==> src/rtl/kw_rr_arbiter_n.sv <==
// rtl/kw_rr_arbiter_n.sv - N-requester round-robin arbiter with registered one-entry output slot
//
// Shares one output channel between N valid/ready requesters. A rotating
// priority pointer picks at most one requester per cycle; its word is routed
// through a one-hot select into a registered output slot. With PACKET=1 the
// grant is held on one requester from its first beat until its last beat.
//
// Ports:
//   i_clk, i_rst       clock, synchronous active-high reset
//   i_valid/o_ready    per-requester handshake (o_ready at most one-hot)
//   i_data[N]          per-requester data word
//   i_last             per-requester end-of-packet flag (used when PACKET=1)
//   o_valid/i_ready    output slot handshake
//   o_data, o_last     captured word and its end-of-packet flag
//   o_grant_onehot     one-hot source of o_data (zero when o_valid=0)
//   o_grant_idx        binary source of o_data (zero when o_valid=0)

module kw_rr_arbiter_n #(
    parameter int N      = 4,
    parameter int WIDTH  = 16,
    parameter int PACKET = 0
) (
    input  logic                 i_clk,
    input  logic                 i_rst,
    input  logic [N-1:0]         i_valid,
    output logic [N-1:0]         o_ready,
    input  logic [WIDTH-1:0]     i_data [N],
    input  logic [N-1:0]         i_last,
    output logic                 o_valid,
    input  logic                 i_ready,
    output logic [WIDTH-1:0]     o_data,
    output logic                 o_last,
    output logic [N-1:0]         o_grant_onehot,
    output logic [$clog2(N)-1:0] o_grant_idx
);

    localparam int IW = $clog2(N);

    typedef enum logic {
        ST_UNLOCKED,
        ST_LOCKED
    } lock_state_t;

    lock_state_t     r_state;
    lock_state_t     w_state_next;
    logic [IW-1:0]   r_ptr;
    logic [IW-1:0]   r_lock_idx;
    logic [IW-1:0]   w_lock_idx_next;
    logic [IW-1:0]   w_win;
    logic [IW-1:0]   w_scan_idx;
    int              w_scan_sum;
    logic            w_has_win;
    logic            w_slot_free;
    logic            w_xfer;
    logic            w_win_last;
    logic [N-1:0]    w_onehot;
    logic [WIDTH-1:0] w_sel_data;

    // Winner: the locked requester only, or the first valid requester at or
    // after the pointer. The scan runs from the farthest offset down so the
    // nearest valid requester is the last (and therefore winning) assignment.
    always_comb begin
        w_win      = '0;
        w_has_win  = 1'b0;
        w_scan_sum = 0;
        w_scan_idx = '0;
        if (r_state == ST_LOCKED) begin
            w_win     = r_lock_idx;
            w_has_win = i_valid[r_lock_idx];
        end else begin
            for (int i = N - 1; i >= 0; i--) begin
                w_scan_sum = int'(r_ptr) + i;
                if (w_scan_sum >= N) begin
                    w_scan_sum = w_scan_sum - N;
                end
                w_scan_idx = IW'(w_scan_sum);
                if (i_valid[w_scan_idx]) begin
                    w_win     = w_scan_idx;
                    w_has_win = 1'b1;
                end
            end
        end
    end

    assign w_slot_free = !o_valid || i_ready;
    assign w_xfer      = w_slot_free && w_has_win && !i_rst;
    assign w_win_last  = (PACKET != 0) && i_last[w_win];
    assign w_onehot    = {{(N-1){1'b0}}, 1'b1} << w_win;
    assign o_ready     = w_xfer ? w_onehot : '0;

    // AND-OR one-hot select of the winning requester's word.
    always_comb begin
        w_sel_data = '0;
        for (int k = 0; k < N; k++) begin
            if (w_onehot[k]) begin
                w_sel_data = w_sel_data | i_data[k];
            end
        end
    end

    // Packet lock: a non-last beat locks onto its requester, the last beat
    // releases it. A single-beat packet never enters LOCKED.
    always_comb begin
        w_state_next    = r_state;
        w_lock_idx_next = r_lock_idx;
        if ((PACKET != 0) && w_xfer) begin
            case (r_state)
                ST_UNLOCKED: begin
                    if (!w_win_last) begin
                        w_state_next    = ST_LOCKED;
                        w_lock_idx_next = w_win;
                    end
                end
                ST_LOCKED: begin
                    if (w_win_last) begin
                        w_state_next = ST_UNLOCKED;
                    end
                end
                default: w_state_next = ST_UNLOCKED;
            endcase
        end
    end

    always_ff @(posedge i_clk) begin
        if (i_rst) begin
            r_state    <= ST_UNLOCKED;
            r_lock_idx <= '0;
        end else begin
            r_state    <= w_state_next;
            r_lock_idx <= w_lock_idx_next;
        end
    end

    always_ff @(posedge i_clk) begin
        if (i_rst) begin
            r_ptr          <= '0;
            o_valid        <= 1'b0;
            o_data         <= '0;
            o_last         <= 1'b0;
            o_grant_onehot <= '0;
            o_grant_idx    <= '0;
        end else if (w_slot_free) begin
            if (w_xfer) begin
                o_valid        <= 1'b1;
                o_data         <= w_sel_data;
                o_last         <= w_win_last;
                o_grant_onehot <= w_onehot;
                o_grant_idx    <= w_win;
                // In packet mode the pointer only moves past a finished packet.
                if ((PACKET == 0) || w_win_last) begin
                    r_ptr <= (w_win == IW'(N - 1)) ? '0 : w_win + 1'b1;
                end
            end else begin
                // Slot drains with nothing to refill it; data/last keep their values.
                o_valid        <= 1'b0;
                o_grant_onehot <= '0;
                o_grant_idx    <= '0;
            end
        end
    end

endmodule

==> config.mk <==
export PLATFORM = sky130hd
export DESIGN_NAME = kw_rr_arbiter_n
export DESIGN_NICKNAME = d
export VERILOG_FILES = /design/src/rtl/kw_rr_arbiter_n.sv
export SDC_FILE = /design/constraint.sdc
export NUM_CORES = 1
export LEC_CHECK = 0
export BUFFER_PORTS_ARGS = -buffer_cell sky130_fd_sc_hd__buf_2
export CORE_MARGIN = 3
export CORE_UTILIZATION = 40
export CTS_CLUSTER_SIZE = 40
export DETAILED_ROUTE_END_ITERATION = 10
export PLACE_DENSITY_LB_ADDON = 0.2
export SLEW_MARGIN = 20
export SYNTH_ARGS = -nofsm -noshare
export SYNTH_HDL_FRONTEND = slang
export SYNTH_SLANG_ARGS = --single-unit
==> constraint.sdc <==
create_clock -name i_clk -period 2.4 [get_ports i_clk]
set_input_delay 0.12 -clock i_clk [delete_from_list [all_inputs] [get_ports i_clk]]
set_output_delay 0.12 -clock i_clk [all_outputs]
set_load 0.03 [all_outputs]
==> results.yml <==
drt:
  antenna_left: 0
  vias_per_cell: 5.31
  remaining_drc_errors: 0
  avgRoutedWirePerCell_um: 13.5
  dr.pass1.iters: 6
  drt_iter0_markers: 86
  route.vias.total: 1536
  wl_um: 3890
timing:
  layout_min_cycle_time_ns: 2.19
  fmaxAchievable_ghz: 0.457
  min_period_over_period_pct: 91.2
  clock_skew_ns: 0.00949
  slew_headroom_pct: 66.1
  rsz0062_at_grt: "false"
  final_max_slew_viol_count: 0
  timing.hold.ws_ns: 0.126
  finalSetupViolations: 0
  finalSetupTns_ns: 0
  timing.final.ws_setup_ns: 0.211
  hold_violations: 0
  tightest_slew_ns: 0.509
min_path:
  min_path_cells: 3
  worstHoldStart: "i_valid[2]"
  hold_class: "input port to flop"
  hold_end: "o_valid$_SDFFE_PP0P_"
die:
  fp.dieH_um: 64.4
  start_util_pct: 43.3
  ioPinCount: 103
  die_w_um: 64.4
  rows: 20
  dieArea_mm2: 0.00415
  fp.coreArea_mm2: 0.00315
outcome:
  status: "finished, final reports clean"
setup_path:
  slowest_stage: "dfxtp_1"
  crit_chain: "nand2b_1 -> nor2b_1 -> o22a_1 -> inv_1 -> ha_1 -> buf_6 -> and2_1 -> buf_2"
  r2r_setup_slack_ns: 0.52
  r2r_start: "r_ptr[0]$_SDFFE_PP0P_"
  crit_path_end_kind: "output pin"
  crit_type: "flop to output pin"
  arrival_ns: 2.07
  required_ns: 2.28
  crit_fanout: 15
  rr_endpoint: "o_data[11]$_SDFFE_PP0P_"
  cp_top_family: "buffers and inverters"
  critPathMaxStageDelay_ns: 0.36
  r2r_cells: 8
  worst-path-buf-inv: 3
  start_kind: "flop"
place:
  placed_cell_area_mm2: 0.00189
  place.gp.congestion: 0.785
  dp_hpwl_um: 2960
  pre_cts_ws_ns: 0.486
  dpl.cell_count: 285
  io_buffers: 97
yosys:
  synthCells: 151
  syn_nets: 230
  synthDistinctLibCells: 26
  post_synth_main_area_contributors: "dfxtp_1 (37%), a22oi_1 (20%), a311oi_1 (7.7%), nor2_1 (6.0%), a311oi_2 (4.4%)"
  post-synth-top-area-cell: "dfxtp_1"
  synth_warnings: 0
  netlist_area_mm2: 0.00137
  synth-seq-area-share_pct: 36.7
  netlist.area_leader.share_pct: 36.7
  ys_ff_latch: 25
  syn_avg_cell_area_um2: 9.04
layout:
  drive_gt1_share_pct: 49.0
  layoutNonFillerInstCount: 289
  antennaDiodeCount: 0
  area_growth_pct: 40.8
  finalInstanceArea_mm2: 0.00192
  nets: 325
  fin_util_pct: 61.0
clocking:
  clockBufferDepth: 2
  ctsHoldBuffers: 0
  clk_pin_slew_ns: 0.14
  post_cts_buffers: 0
  tritoncts: "built"
  cts-buffers-inserted: 3
  cts.sinks: 25
  cts.root.buffer_cell: "clkbuf_4"
  htreeDepth: 1
  clkLatencyLatePin_ns: 0.31
global_routing:
  grt_pass1_wl_um: 6370
  gr-total-overflow: 0
  antenna_found_initial: 0
  grt_use_total_pct: 18.8
  grt_max_degree: 40
  grt_pass1_vias: 1406
pwr:
  p_leak_nw: 0.940
  p_per_area_mw_per_mm2: 651
  ir_worst_vdd_mv: 0.292
  finalPower_mw: 1.25
job:
  drv_cap: 0
==> report_power, final <==
part	switching (mW)	internal [mW]	leakage, nW	total, mW
sequential	0.0299	0.473	0.208	0.503
combinational	0.338	0.227	0.714	0.565
clock	0.120	0.0622	0.0177	0.182
==> tightest hold or removal path, delay by kind of cell <==
kind,cells,cell delay [ns]
AOI/OAI and AO/OA,1,0.12
and+or+nand+nor,1,0.05
buffers and inverters,1,0.12
==> layer usage <==
metal | wire, um | share of wire (%) | track usage [%] | up-vias
li1 | - | - | - | 766
met1 | 1620 | 42 | 23.3 | 692
met2 | 1920 | 49 | 33.1 | 72
met3 | 299 | 7.7 | 3.12 | 6
met4 | 46 | 1.2 | 5.54 | 0
met5 | 0 | 0 | 0 | -
==> layout make-up <==
type | count | area (um2)
Clock inverter | 1 | 5.00
Multi-Input combinational cell | 103 | 751
Fill cell | 327 | 1230
Inverter | 6 | 22.5
Sequential cell | 25 | 502
Timing Repair Buffer | 107 | 564
Tap cell | 44 | 55.1
Clock buffer | 3 | 22.5
==> cells in the mapped netlist, drive strengths merged <==
| master | instances |
|---|---|
| a21oi | 4 |
| nor2 | 23 |
| nand2 | 1 |
| and2 | 4 |
| a311oi | 16 |
| conb | 1 |
| a211oi | 2 |
| nor2b | 2 |
| ha | 4 |
| clkbuf | 7 |
| o22ai | 1 |
| a21o | 1 |
| a32o | 2 |
| inv | 6 |
| o22a | 1 |
| nor4 | 1 |
| o21ai | 1 |
| dfxtp | 25 |
| a22oi | 36 |
| nor3 | 1 |
| buf | 10 |
| nand2b | 2 |
==> worst max path at each step <==
stage / start / end / slack (ns) / cells past startpoint
5_1_grt: r_ptr[0]$_SDFFE_PP0P_ / o_ready[1] / 0.03 / 8
3_3_place_gp: r_ptr[0]$_SDFFE_PP0P_ / o_data[15]$_SDFFE_PP0P_ / 0.51 / 7
4_1_cts: r_ptr[0]$_SDFFE_PP0P_ / o_ready[1] / 0.15 / 8
6_report: r_ptr[0]$_SDFFE_PP0P_ / o_ready[1] / 0.21 / 8
3_5_place_dp: r_ptr[1]$_SDFFE_PP0P_ / o_data[14]$_SDFFE_PP0P_ / 0.49 / 8
2_1_floorplan: r_ptr[0]$_SDFFE_PP0P_ / o_ready[3] / 0.46 / 7
==> timing repair <==
| item | in CTS | in global routing |
|---|---|---|
| hold endpoints to repair | 0 | 0 |
| resized for setup | 0 | 2 |
| endpoints found under the setup margin | 0 | 1 |
==> cell families after synthesis <==
logic type      synth area share [%]
fa+ha+maj                       3.67
compound gates                  38.7
flops                           36.7
other cells                    0.275
buf+inv                         8.34
simple gates                    12.4
==> placed cells by master, fill, tap and decap left out <==
cell type  instances
a32o_1             2
buf_2             97
dfxtp_2            1
clkbuf_4           3
buf_6              1
nor2b_1            2
dfxtp_1           24
a22oi_1           36
a21o_1             1
nor3_1             1
nor4_4             1
and2_1             4
ha_1               4
nand2b_1           2
clkinv_2           1
a21oi_1            4
o22a_1             1
a211oi_2           2
a311oi_1          12
inv_1              6
o22ai_1            1
a311oi_2           4
nor2_1            22
nand2_1            1
buf_4              9
conb_1             1
nor2_2             1
o21ai_0            1
==> sequential cells by signal, indices dropped and copies added (netlist names) <==
signal and count:
r_ptr 2, o_data 16, o_valid 1, o_grant_idx 2, o_grant_onehot 4
No activity file was read; power rests on OpenSTA's default activity.
